File: config.mk
export PLATFORM = sky130hd
export DESIGN_NAME = l2_port_arbiter
export DESIGN_NICKNAME = d
export VERILOG_FILES = /design/src/rtl/l2_arb_pkg.sv /design/src/rtl/l2_arb_stats.sv /design/src/rtl/l2_port_arbiter.sv
export SDC_FILE = /design/constraint.sdc
export NUM_CORES = 1
export LEC_CHECK = 0
export CAP_MARGIN = 5
export CORE_AREA = 10 10 164 166
export DETAILED_ROUTE_END_ITERATION = 12
export DIE_AREA = 0 0 174 176
export MAX_ROUTING_LAYER = met4
export PLACE_DENSITY = 0.64
export SLEW_MARGIN = 20
export SYNTH_ARGS = -nofsm -noshare
export SYNTH_HDL_FRONTEND = slang
export SYNTH_SLANG_ARGS = --single-unit
File: constraint.sdc
create_clock -name clk -period 2.8 [get_ports clk]
set_clock_uncertainty 0.15 [all_clocks]
set_input_delay 0.84 -clock clk [delete_from_list [all_inputs] [get_ports clk]]
set_output_delay 0.84 -clock clk [all_outputs]
set_load 0.03 [all_outputs]
File: src/rtl/l2_arb_pkg.sv
// Shared types, requester ids and default widths for the L2 port arbiter.
// The optional statistics block is enabled by defining L2_ARB_STATS_EN.
package l2_arb_pkg;

  localparam int unsigned ADDR_W_DEF = 32;
  localparam int unsigned DATA_W_DEF = 32;
  localparam int unsigned CNT_W_DEF  = 32;

  typedef enum logic [1:0] {
    IDLE  = 2'd0,
    ISSUE = 2'd1,
    WAIT  = 2'd2
  } state_e;

  localparam logic RQ0 = 1'b0;
  localparam logic RQ1 = 1'b1;

  // A lone requester always wins; on a tie the priority pointer decides.
  function automatic logic pick_winner(input logic req0, input logic req1,
                                       input logic last_ptr);
    logic win;
    win = last_ptr;
    if (req0 && !req1) win = RQ0;
    else if (req1 && !req0) win = RQ1;
    return win;
  endfunction

endpackage

File: src/rtl/l2_arb_stats.sv
// Saturating grant and contention counters for the L2 port arbiter.
// Only instantiated when L2_ARB_STATS_EN is defined.
module l2_arb_stats
  import l2_arb_pkg::*;
#(
  parameter int unsigned CNT_W = CNT_W_DEF
) (
  input  logic             clk,
  input  logic             reset,
  input  logic             grant0_inc,
  input  logic             grant1_inc,
  input  logic             contention_inc,
  output logic [CNT_W-1:0] rq0_grant_count,
  output logic [CNT_W-1:0] rq1_grant_count,
  output logic [CNT_W-1:0] contention_count
);

  localparam logic [CNT_W-1:0] CNT_MAX = '1;

  logic [CNT_W-1:0] grant0_q, grant0_d;
  logic [CNT_W-1:0] grant1_q, grant1_d;
  logic [CNT_W-1:0] cont_q, cont_d;

  always_comb begin
    grant0_d = grant0_q;
    grant1_d = grant1_q;
    cont_d   = cont_q;
    if (grant0_inc && (grant0_q != CNT_MAX)) grant0_d = grant0_q + CNT_W'(1);
    if (grant1_inc && (grant1_q != CNT_MAX)) grant1_d = grant1_q + CNT_W'(1);
    if (contention_inc && (cont_q != CNT_MAX)) cont_d = cont_q + CNT_W'(1);
  end

  always_ff @(posedge clk) begin
    if (reset) begin
      grant0_q <= '0;
      grant1_q <= '0;
      cont_q   <= '0;
    end else begin
      grant0_q <= grant0_d;
      grant1_q <= grant1_d;
      cont_q   <= cont_d;
    end
  end

  assign rq0_grant_count  = grant0_q;
  assign rq1_grant_count  = grant1_q;
  assign contention_count = cont_q;

endmodule

File: src/rtl/l2_port_arbiter.sv
// Round-robin arbiter sharing one L2 request port between the I-side and D-side L1s.
// Define L2_ARB_STATS_EN to build the per-requester grant/contention counters.
module l2_port_arbiter
  import l2_arb_pkg::*;
#(
  parameter int unsigned ADDR_W = ADDR_W_DEF,
  parameter int unsigned DATA_W = DATA_W_DEF,
  parameter int unsigned CNT_W  = CNT_W_DEF
) (
  input  logic              clk,
  input  logic              reset,
  input  logic              rq0_req,
  input  logic              rq0_write,
  input  logic [ADDR_W-1:0] rq0_addr,
  input  logic [DATA_W-1:0] rq0_wdata,
  input  logic              rq1_req,
  input  logic              rq1_write,
  input  logic [ADDR_W-1:0] rq1_addr,
  input  logic [DATA_W-1:0] rq1_wdata,
  output logic              rq0_gnt,
  output logic              rq1_gnt,
  output logic              rq0_done,
  output logic              rq1_done,
  output logic [DATA_W-1:0] rq_rdata,
  output logic              l2_req,
  output logic              l2_write,
  output logic [ADDR_W-1:0] l2_addr,
  output logic [DATA_W-1:0] l2_wdata,
  input  logic              l2_done,
  input  logic [DATA_W-1:0] l2_rdata,
  output logic [CNT_W-1:0]  rq0_grant_count,
  output logic [CNT_W-1:0]  rq1_grant_count,
  output logic [CNT_W-1:0]  contention_count
);

  state_e            state_q, state_d;
  logic              win_q, win_d;
  logic              last_ptr_q, last_ptr_d;
  logic              write_q, write_d;
  logic [ADDR_W-1:0] addr_q, addr_d;
  logic [DATA_W-1:0] wdata_q, wdata_d;
  logic [DATA_W-1:0] rdata_q, rdata_d;
  logic              gnt0_q, gnt0_d;
  logic              gnt1_q, gnt1_d;
  logic              done0_q, done0_d;
  logic              done1_q, done1_d;
  logic              l2_req_q, l2_req_d;

  // Next-state and registered-output logic; payload regs double as the L2 bus
  // and are zeroed whenever the FSM is back in IDLE.
  always_comb begin
    state_d    = state_q;
    win_d      = win_q;
    last_ptr_d = last_ptr_q;
    write_d    = write_q;
    addr_d     = addr_q;
    wdata_d    = wdata_q;
    rdata_d    = rdata_q;
    gnt0_d     = 1'b0;
    gnt1_d     = 1'b0;
    done0_d    = 1'b0;
    done1_d    = 1'b0;
    l2_req_d   = 1'b0;

    unique case (state_q)
      IDLE: begin
        if (rq0_req || rq1_req) begin
          win_d    = pick_winner(rq0_req, rq1_req, last_ptr_q);
          write_d  = (win_d == RQ1) ? rq1_write : rq0_write;
          addr_d   = (win_d == RQ1) ? rq1_addr  : rq0_addr;
          wdata_d  = (win_d == RQ1) ? rq1_wdata : rq0_wdata;
          gnt0_d   = (win_d == RQ0);
          gnt1_d   = (win_d == RQ1);
          l2_req_d = 1'b1;
          state_d  = ISSUE;
        end
      end
      ISSUE: begin
        state_d = WAIT;
      end
      WAIT: begin
        if (l2_done) begin
          rdata_d    = l2_rdata;
          done0_d    = (win_q == RQ0);
          done1_d    = (win_q == RQ1);
          last_ptr_d = ~win_q;
          write_d    = 1'b0;
          addr_d     = '0;
          wdata_d    = '0;
          state_d    = IDLE;
        end
      end
      default: begin
        state_d = IDLE;
      end
    endcase
  end

  always_ff @(posedge clk) begin
    if (reset) begin
      state_q    <= IDLE;
      win_q      <= RQ0;
      last_ptr_q <= RQ0;
      write_q    <= 1'b0;
      addr_q     <= '0;
      wdata_q    <= '0;
      rdata_q    <= '0;
      gnt0_q     <= 1'b0;
      gnt1_q     <= 1'b0;
      done0_q    <= 1'b0;
      done1_q    <= 1'b0;
      l2_req_q   <= 1'b0;
    end else begin
      state_q    <= state_d;
      win_q      <= win_d;
      last_ptr_q <= last_ptr_d;
      write_q    <= write_d;
      addr_q     <= addr_d;
      wdata_q    <= wdata_d;
      rdata_q    <= rdata_d;
      gnt0_q     <= gnt0_d;
      gnt1_q     <= gnt1_d;
      done0_q    <= done0_d;
      done1_q    <= done1_d;
      l2_req_q   <= l2_req_d;
    end
  end

  assign rq0_gnt  = gnt0_q;
  assign rq1_gnt  = gnt1_q;
  assign rq0_done = done0_q;
  assign rq1_done = done1_q;
  assign rq_rdata = rdata_q;
  assign l2_req   = l2_req_q;
  assign l2_write = write_q;
  assign l2_addr  = addr_q;
  assign l2_wdata = wdata_q;

`ifdef L2_ARB_STATS_EN
  logic contention_inc_c;

  // A tie is only arbitrated (and counted) in IDLE.
  assign contention_inc_c = (state_q == IDLE) && rq0_req && rq1_req;

  l2_arb_stats #(
    .CNT_W(CNT_W)
  ) u_stats (
    .clk             (clk),
    .reset           (reset),
    .grant0_inc      (gnt0_q),
    .grant1_inc      (gnt1_q),
    .contention_inc  (contention_inc_c),
    .rq0_grant_count (rq0_grant_count),
    .rq1_grant_count (rq1_grant_count),
    .contention_count(contention_count)
  );
`else
  assign rq0_grant_count  = '0;
  assign rq1_grant_count  = '0;
  assign contention_count = '0;
`endif

endmodule

==> run_results.csv, run 1 <==
group,metric,value,unit
critical_path,critical_path_buf_inv_count,1,
critical_path,reg2reg_slack,1.03,ns
cts,clockBufferDepth,2,
critical_path,critPathMaxFanout,2,
yosys,synth_edf_count,0,
sta,tns,0,ns
yosys,synth_top_area_share,0.396,
yosys,synth_area,5360,µm²
floorplan,start_util,0.225,
critical_path,path_cells,"clkdlybuf4s50_1",
place,port_buffers,268,
yosys,synth.ff_latch_count,106,
critical_path,critPathLaunchType,"register",
global_routing,grt_overflow_total,0,
job,drv_cap,0,
routing,wire_per_inst,16.5,µm
cts,clk_pin_slew,0.08,ns
sta,setup-violations-final,0,
critical_path,worst_setup_path_end_kind,"primary output",
cells_and_area,nets,1112,
worst_hold_path,min_from,"rq_rdata[20]",
cts,cts_resized,0,
yosys,syn_inst,708,
power,p_leak,3.09,nW
routing,vias,5479,
sta,slew_headroom,0.659,
global_routing,antenna_found_initial,1,
power,p_per_area,527,nW/µm²
worst_hold_path,hp-class,"register to register",
global_routing,grt_max_degree,70,
critical_path,cp_top_family,"buffers and inverters",
cts,clk_latency,0.34,ns
floorplan,die_height,176,µm
worst_hold_path,hold_depth,2,
routing,drt_wl_total,21000,µm
cts,cts_made_buffers,9,
yosys,synth_top_cell_by_area,"dfxtp_1",
global_routing,grt_pass1_vias,5659,
yosys,async_flop_share,0,
critical_path,cp_data_required_time,1.81,ns
outcome,status,"finished, final reports clean",
cells_and_area,drive_above_1_share,0.0400,
sta,rsz0062_at_grt,"false",
sta,finalCritPeriodShare,0.864,
floorplan,num_io_pins,365,
routing,drc,0,
global_routing,grt_util_all_layers,0.135,
cts,cts_max_level,3,
floorplan,num_rows,57,
floorplan,dieArea,30600,µm²
critical_path,slowest_stage,"clkdlybuf4s50_1",
critical_path,worstReg2RegStart,"state_q[1]",
yosys,ys_warn_count,0,
cells_and_area,fillers,2508,
sta,fmax,413,MHz
sta,tightest_slew,0.512,ns
cts,cts_sinks,106,
floorplan,core_area,23800,µm²
place,gp_congestion,0.768,
critical_path,critical_path.max_stage_delay,0.73,ns
global_routing,grt_pass1_wl,32300,µm
worst_hold_path,hold_end,"rq_rdata[20]",
critical_path,r2r_end,"l2_addr[10]",
routing,via_per_inst,4.30,
critical_path,worst_ep_arrival_time,1.43,ns
place,dp_hpwl,15600,µm
routing,first_pass_iters,4,
cts,root_buffer,"clkbuf_16",
sta,period_needed,2.42,ns
yosys,ys_seq_area_frac,0.396,
cts,cts_tree,"done",
yosys,yosys-top-cells-area,"dfxtp_1 40%, buf_4 13%, o2bb2ai_1 11%, nor2_1 9.5%, a21oi_1 9.3%",
cts,ctsHoldBuffers,0,
cells_and_area,area_growth,55.7,%
sta,final_max_slew_viol_count,0,
sta,hold_viol,0,
yosys,syn_area_per_cell,7.57,µm²
yosys,synth_most_common_cell,"nor2_1",
routing,ant_nets,0,
yosys,ys.flop_type,"dfxtp_1",
cts,cts_setup_buffers,0,
critical_path,worstSetupPathType,"register to primary output",
routing,dr.first_iter.drc_count,229,
power,finalPower,4.40,mW
power,ir_drop,0.256,mV
yosys,yosys-top-cells-count,"136 x nor2_1, 106 x dfxtp_1, 99 x a21oi_1",
critical_path,r2r_cells,5,
yosys,synth.distinct_cells,24,
floorplan,die_x,174,µm
sta,holdWs,0.308,ns
==> registers in the layout, indices dropped and copies added, names as in the netlist, 2 cells and up <==
name	count
l2_addr	32
state_q	2
l2_wdata	32
rq_rdata	32
==> where the power goes <==
| group | switching (mW) | leakage [nW] | internal, mW |
|---|---|---|---|
| registers | 0.0626 | 0.868 | 1.62 |
| logic | 0.761 | 2.06 | 0.521 |
| clock network | 0.638 | 0.158 | 0.796 |
| total | 1.46 | 3.09 | 2.94 |
==> cell usage in the layout, fill, tap and decap left out <==
cell type and count:
clkdlybuf4s50_1 266, nor2_1 135, dfxtp_1 106, a21oi_1 99, conb_1 96, o2bb2ai_1 65
nand2_1 64, o21ai_0 50, o21ai_1 16, buf_4 11, clkbuf_16 9, nor3_1 5
buf_12 4, inv_1 3, a211oi_1 2, bufinv_16 2, buf_2 2, diode_2 1
nor2b_1 1, nor2_4 1, inv_2 1, maj3_2 1, o21ai_4 1, or3_2 1
and3b_1 1, nand3b_1 1, mux2i_1 1, o32a_1 1, inv_8 1, clkinvlp_4 1
clkinv_4 1, inv_6 1, clkinv_2 1
==> per-layer routing <==
layer	global-route usage	vias to the layer above	share of wire
li1	-	2680	-
met1	0.147	2512	0.39
met2	0.216	266	0.47
met3	0.0654	21	0.12
met4	0.0371	0	0.018
met5	-	-	0
==> kinds of logic after synthesis <==
kind of cell | after synthesis | share of synthesized area
AOI/OAI and AO/OA | 234 | 0.266
and+or+nand+nor | 209 | 0.150
buffers and inverters | 156 | 0.183
DFF | 106 | 0.396
muxes | 1 | 0.00187
adders and majority gates | 1 | 0.00187
other | 1 | 0.000700
==> per-stage QoR <==
stage           util  cells  instance area [µm²]  worst slack, ns
6_report       0.350   1275                 8340            0.381
5_1_grt        0.350   1275                 8340            0.308
4_1_cts        0.350   1274                 8340            0.345
3_5_place_dp   0.336   1258                 8010            0.187
3_3_place_gp   0.336   1258                 8010            0.238
2_1_floorplan      -    803                 5710            0.674
==> area by class of cell <==
type / instances / area, µm² / area share
Inverter: 4 / 15.0 / 0.00180
Clock inverter: 7 / 101 / 0.0122
Sequential cell: 106 / 2120 / 0.255
Antenna cell: 1 / 2.50 / 0.000300
Multi-Input combinational cell: 541 / 2630 / 0.316
Timing Repair Buffer: 283 / 2840 / 0.340
Tap cell: 324 / 405 / 0.0486
Clock buffer: 9 / 225 / 0.0270
==> how the worst max path moves through the flow <==
stage | start | to | slack [ns] | cells past startpoint
floorplan | rq1_req | l2_wdata[18] | 0.67 | 7
global placement | l2_done | l2_write | 0.24 | 6
detailed placement | l2_done | l2_wdata[6] | 0.19 | 6
CTS | l2_addr[25] | l2_addr[25] | 0.34 | 1
global route | l2_addr[25] | l2_addr[25] | 0.31 | 1
finish | l2_wdata[31] | l2_wdata[31] | 0.38 | 1
==> worst reg2reg max path: stages, from the launching register on <==
cell and delay [ns]:
dfxtp_1 0.39, or3_2 0.53, buf_12 0.23, nor2_1 0.15, o21ai_0 0.10, o2bb2ai_1 0.15
No activity file was read; power rests on OpenSTA's default activity.
==> inputs of run 2 (changes only) <==
--- a/config.mk
+++ b/config.mk
@@ -7,9 +7,9 @@
 export LEC_CHECK = 0
 export CAP_MARGIN = 5
 export CORE_AREA = 10 10 164 166
+export CTS_CLUSTER_SIZE = 14
 export DETAILED_ROUTE_END_ITERATION = 12
 export DIE_AREA = 0 0 174 176
-export MAX_ROUTING_LAYER = met4
 export PLACE_DENSITY = 0.64
 export SLEW_MARGIN = 20
 export SYNTH_ARGS = -nofsm -noshare
==> run 2 against run 1 <==
Flip-flop and latch count unchanged. Global-route usage fell by 0.37 points. Routed wire length grew 0.22%. Core utilization about the same. Sequential power about the same. Setup slack improved by 0.0019 ns. Cell count about the same. Critical path type unchanged.
==> run_results.csv, run 2 (synthesis results as in run 1) <==
group,metric,value,unit
sta,slew_headroom,0.654,
floorplan,die_x,174,µm
power,finalPower,4.40,mW
floorplan,start_util,0.225,
cells_and_area,area_growth,55.6,%
cells_and_area,final_cell_mix,"266 x clkdlybuf4s50_1, 135 x nor2_1, 106 x dfxtp_1, 99 x a21oi_1, 96 x conb_1",
place,gp_congestion,0.760,
global_routing,grt_pass1_vias,5608,
cts,clockBufferDepth,2,
cts,clk_latency,0.34,ns
critical_path,worst_setup_path_end_kind,"primary output",
routing,ant_nets,0,
cts,cts_made_buffers,9,
cells_and_area,final_core_util,0.350,
cells_and_area,final_common_cell,"clkdlybuf4s50_1",
sta,finalCritPeriodShare,0.863,
outcome,status,"finished, final reports clean",
sta,rsz0062_at_grt,"false",
floorplan,die_height,176,µm
critical_path,cp_top_family,"buffers and inverters",
routing,first_pass_iters,4,
critical_path,path_cells,"clkdlybuf4s50_1",
global_routing,grt_pass1_wl,32600,µm
critical_path,worstSetupPathType,"register to primary output",
place,port_buffers,268,
cells_and_area,nets,1112,
global_routing,grt_util_all_layers,0.131,
cts,cts_sinks,106,
sta,final_max_slew_viol_count,0,
critical_path,critical_path.max_stage_delay,0.73,ns
cells_and_area,drive_above_1_share,0.0400,
power,ir_drop,0.256,mV
global_routing,antenna_found_initial,1,
routing,dr.first_iter.drc_count,249,
power,p_leak,3.09,nW
power,p_per_area,528,nW/µm²
place,dp_hpwl,15600,µm
critical_path,worst_ep_arrival_time,1.43,ns
cts,cts_resized,0,
floorplan,dieArea,30600,µm²
critical_path,critPathMaxFanout,2,
critical_path,critical_path_buf_inv_count,1,
cts,cts_max_level,3,
routing,drt_wl_total,21100,µm
sta,fmax,414,MHz
routing,via_per_inst,4.28,
critical_path,critPathLaunchType,"register",
sta,hold_viol,0,
cts,cts_setup_buffers,0,
routing,vias,5452,
sta,period_needed,2.42,ns
sta,tns,0,ns
cts,root_buffer,"clkbuf_16",
global_routing,grt_max_degree,70,
cts,clk_pin_slew,0.09,ns
worst_hold_path,hp-class,"register to register",
cts,cts_tree,"done",
cts,ctsHoldBuffers,0,
routing,drc,0,
sta,tightest_slew,0.520,ns
critical_path,cp_data_required_time,1.81,ns
job,drv_cap,0,
routing,wire_per_inst,16.6,µm
floorplan,num_rows,57,
sta,setup-violations-final,0,
cells_and_area,n_antenna_cell,0,
critical_path,slowest_stage,"clkdlybuf4s50_1",
floorplan,num_io_pins,365,
global_routing,grt_overflow_total,0,
floorplan,core_area,23800,µm²
==> run 2: changes by cell type in the layout (fill, tap and decap cells not counted), sizes merged <==
cell,previous run,this run
diode,1,0
==> run 2: layout make-up <==
| type | instances | area (µm²) |
|---|---|---|
| timing repair buffer | 283 | 2840 |
| sequential | 106 | 2120 |
| tap | 324 | 405 |
| inverter | 4 | 15.0 |
| multi-input combinational | 541 | 2630 |
| clock inverter | 7 | 101 |
| fill | 2509 | 15500 |
| clock buffer | 9 | 225 |
==> run 2: worst paths after layout <==
path,startpoint,end,slack [ns],cells after the start
worst min register to register,rq_rdata[8],rq_rdata[8],0.31,2
worst max-delay path,l2_wdata[31],l2_wdata[31],0.38,1
worst min-delay path,rq_rdata[8],rq_rdata[8],0.31,2
worst max register to register,state_q[1],l2_wdata[13],1.03,5
==> run 2: per-layer routing <==
metal	share of wire	vias to the layer above	GRT usage
met5	0.00033	-	0
li1	-	2683	-
met1	0.39	2498	0.143
met2	0.47	246	0.215
met3	0.12	23	0.0724
met4	0.019	2	0.0371
==> run 2: metrics by stage <==
stage          std cells  setup slack, ns  hold WS (ns)  cell area, µm²
2_1_floorplan        803            0.674         0.276            5710
3_3_place_gp        1258            0.238         0.290            8010
3_5_place_dp        1258            0.187         0.296            8010
4_1_cts             1274            0.345         0.308            8340
5_1_grt             1274            0.305         0.328            8340
6_report            1274            0.383         0.307            8340
==> run 2: where the power goes <==
part | total [mW] | switching (mW) | internal (mW)
combinational | 1.28 | 0.762 | 0.521
sequential | 1.68 | 0.0625 | 1.62
clock | 1.43 | 0.638 | 0.796
total | 4.40 | 1.46 | 2.94
==> inputs of run 3 (changes only) <==
--- a/config.mk
+++ b/config.mk
@@ -6,11 +6,11 @@
 export NUM_CORES = 1
 export LEC_CHECK = 0
 export CAP_MARGIN = 5
-export CORE_AREA = 10 10 164 166
-export CTS_CLUSTER_SIZE = 14
+export CORE_AREA = 10 10 132 134
+export CTS_CLUSTER_SIZE = 20
 export DETAILED_ROUTE_END_ITERATION = 12
-export DIE_AREA = 0 0 174 176
-export PLACE_DENSITY = 0.64
+export DIE_AREA = 0 0 142 144
+export PLACE_DENSITY = 0.9
 export SLEW_MARGIN = 20
 export SYNTH_ARGS = -nofsm -noshare
 export SYNTH_HDL_FRONTEND = slang
==> run 3 against run 2 <==
Non-clock buffer count rose by 1. Cell count down 11%. Clock power about the same. Hold slack lost 0.0029 ns. Register-to-register slack got worse by 0.03 ns. Via count down 0.22%. Sequential power about the same. Critical path type unchanged. Sequential share of layout area rose by 0.55 points. Fmax barely moved. Clock-buffer cell count is 1 higher.
==> run_results.csv, run 3 (synthesis results as in run 1) <==
group,metric,value,unit
outcome,status,"finished, final reports clean",
critical_path,path_depth,1,
critical_path,slowest_stage,"clkdlybuf4s50_1",
cells_and_area,final_cell_mix,"266 x clkdlybuf4s50_1, 135 x nor2_1, 106 x dfxtp_1, 99 x a21oi_1, 96 x conb_1",
global_routing,grt_pass1_vias,5281,
critical_path,worst_ep_arrival_time,1.43,ns
routing,dr.first_iter.drc_count,246,
routing,via_per_inst,4.78,
critical_path,r2r_cells,5,
critical_path,critPathMaxFanout,2,
floorplan,die_x,142,µm
worst_hold_path,hp-class,"register to register",
routing,ant_nets,0,
floorplan,num_io_pins,365,
routing,drc,0,
floorplan,core_area,14900,µm²
critical_path,worstSetupEndpoint,"l2_wdata[9]",
floorplan,start_util,0.360,
global_routing,grt_max_degree,70,
cts,clk_pin_slew,0.08,ns
cells_and_area,design_area,8160,µm²
critical_path,reg2reg_slack,1.00,ns
routing,drt_wl_total,19800,µm
cts,cts_resized,0,
global_routing,grt_overflow_total,0,
critical_path,r2r_end,"l2_wdata[12]",
cells_and_area,nets,1113,
cts,cts_setup_buffers,0,
sta,setup-violations-final,0,
cts,ctsHoldBuffers,0,
cts,clockBufferDepth,2,
cts,clk_latency,0.35,ns
sta,tns,0,ns
global_routing,antenna_found_initial,0,
global_routing,globalRouteMet3Util,0.0964,
cells_and_area,drive_above_1_share,0.0400,
sta,fmax,414,MHz
sta,period_needed,2.42,ns
cts,cts_max_level,3,
floorplan,num_rows,45,
job,drv_cap,0,
cells_and_area,area_growth,52.3,%
cts,cts_sinks,106,
critical_path,worstSetupPathType,"register to primary output",
sta,hold_viol,0,
floorplan,die_height,144,µm
critical_path,critical_path.max_stage_delay,0.71,ns
sta,final_max_slew_viol_count,0,
critical_path,crit_path_start,"l2_wdata[9]",
critical_path,worstReg2RegStart,"state_q[1]",
place,port_buffers,268,
sta,rsz0062_at_grt,"false",
floorplan,dieArea,20400,µm²
global_routing,grt_util_all_layers,0.176,
routing,vias,5440,
global_routing,grt_pass1_wl,29000,µm
critical_path,path_cells,"clkdlybuf4s50_1",
cts,root_buffer,"clkbuf_16",
critical_path,worst_setup_path_end_kind,"primary output",
cells_and_area,final_core_util,0.549,
global_routing,use_met2,0.298,
critical_path,cp_top_family,"buffers and inverters",
critical_path,critPathLaunchType,"register",
critical_path,cp_data_required_time,1.81,ns
routing,wire_per_inst,17.4,µm
cells_and_area,n_antenna_cell,0,
place,placedInstanceArea,7830,µm²
sta,slew_headroom,0.664,
sta,finalCritPeriodShare,0.863,
cells_and_area,final_common_cell,"clkdlybuf4s50_1",
global_routing,top_usage_layer,"met2",
cts,cts_tree,"done",
power,p_leak,3.08,nW
critical_path,critical_path_buf_inv_count,1,
place,gp_congestion,0.805,
sta,tightest_slew,0.504,ns
power,ir_drop,0.340,mV
cts,cts_made_buffers,9,
routing,first_pass_iters,4,
place,dp_hpwl,15000,µm
global_routing,gr-usage-met1,0.182,
power,p_per_area,534,nW/µm²
## run 3: cell types whose count changed in the layout (fill, tap and decap cells not counted), sizes merged
cell	before	now
buf	17	18
clkbuf	9	10
clkinv	2	1
clkinvlp	1	0
inv	6	7
## run 3: worst min path at each step
stage                             from            to  slack, ns  cells after the start
after global placement    rq_rdata[27]  rq_rdata[27]       0.29                      2
final                     rq_rdata[22]  rq_rdata[22]       0.30                      2
after CTS                 rq_rdata[12]  rq_rdata[12]       0.31                      2
after detailed placement   l2_addr[19]   l2_addr[19]       0.30                      1
after global routing      rq_rdata[12]  rq_rdata[12]       0.32                      2
after floorplan                  win_q      rq0_done       0.28                      1
## run 3: through the flow
step                power [mW]  worst slack, ns  hold slack (ns)  std cells
finish                    4.35            0.383            0.304       1139
global route              4.56            0.333            0.325       1139
CTS                       4.40            0.353            0.307       1139
detailed placement        2.98            0.200            0.295       1123
global placement          2.96            0.277            0.291       1123
floorplan                 2.52            0.674            0.276        803
## run 3: metal layers
metal | wire length, µm | up-vias
met5 | 0 | -
met4 | 280 | 0
met3 | 2610 | 19
met2 | 9720 | 255
met1 | 7190 | 2481
li1 | - | 2685
## run 3: final cells by class
class                           instances  area, µm²
Fill cell                            1291       6710
Timing Repair Buffer                  284       2830
Multi-Input combinational cell        541       2630
Sequential cell                       106       2120
Tap cell                              188        235
Clock buffer                           10        229
Clock inverter                          6       95.1
Inverter                                4       15.0
## run 3: report_power, final
group	total [mW]	leakage [nW]	internal (mW)	switching, mW
logic	1.27	2.06	0.519	0.751
clock network	1.40	0.158	0.796	0.600
registers	1.69	0.868	1.62	0.0655
total	4.35	3.08	2.94	1.42
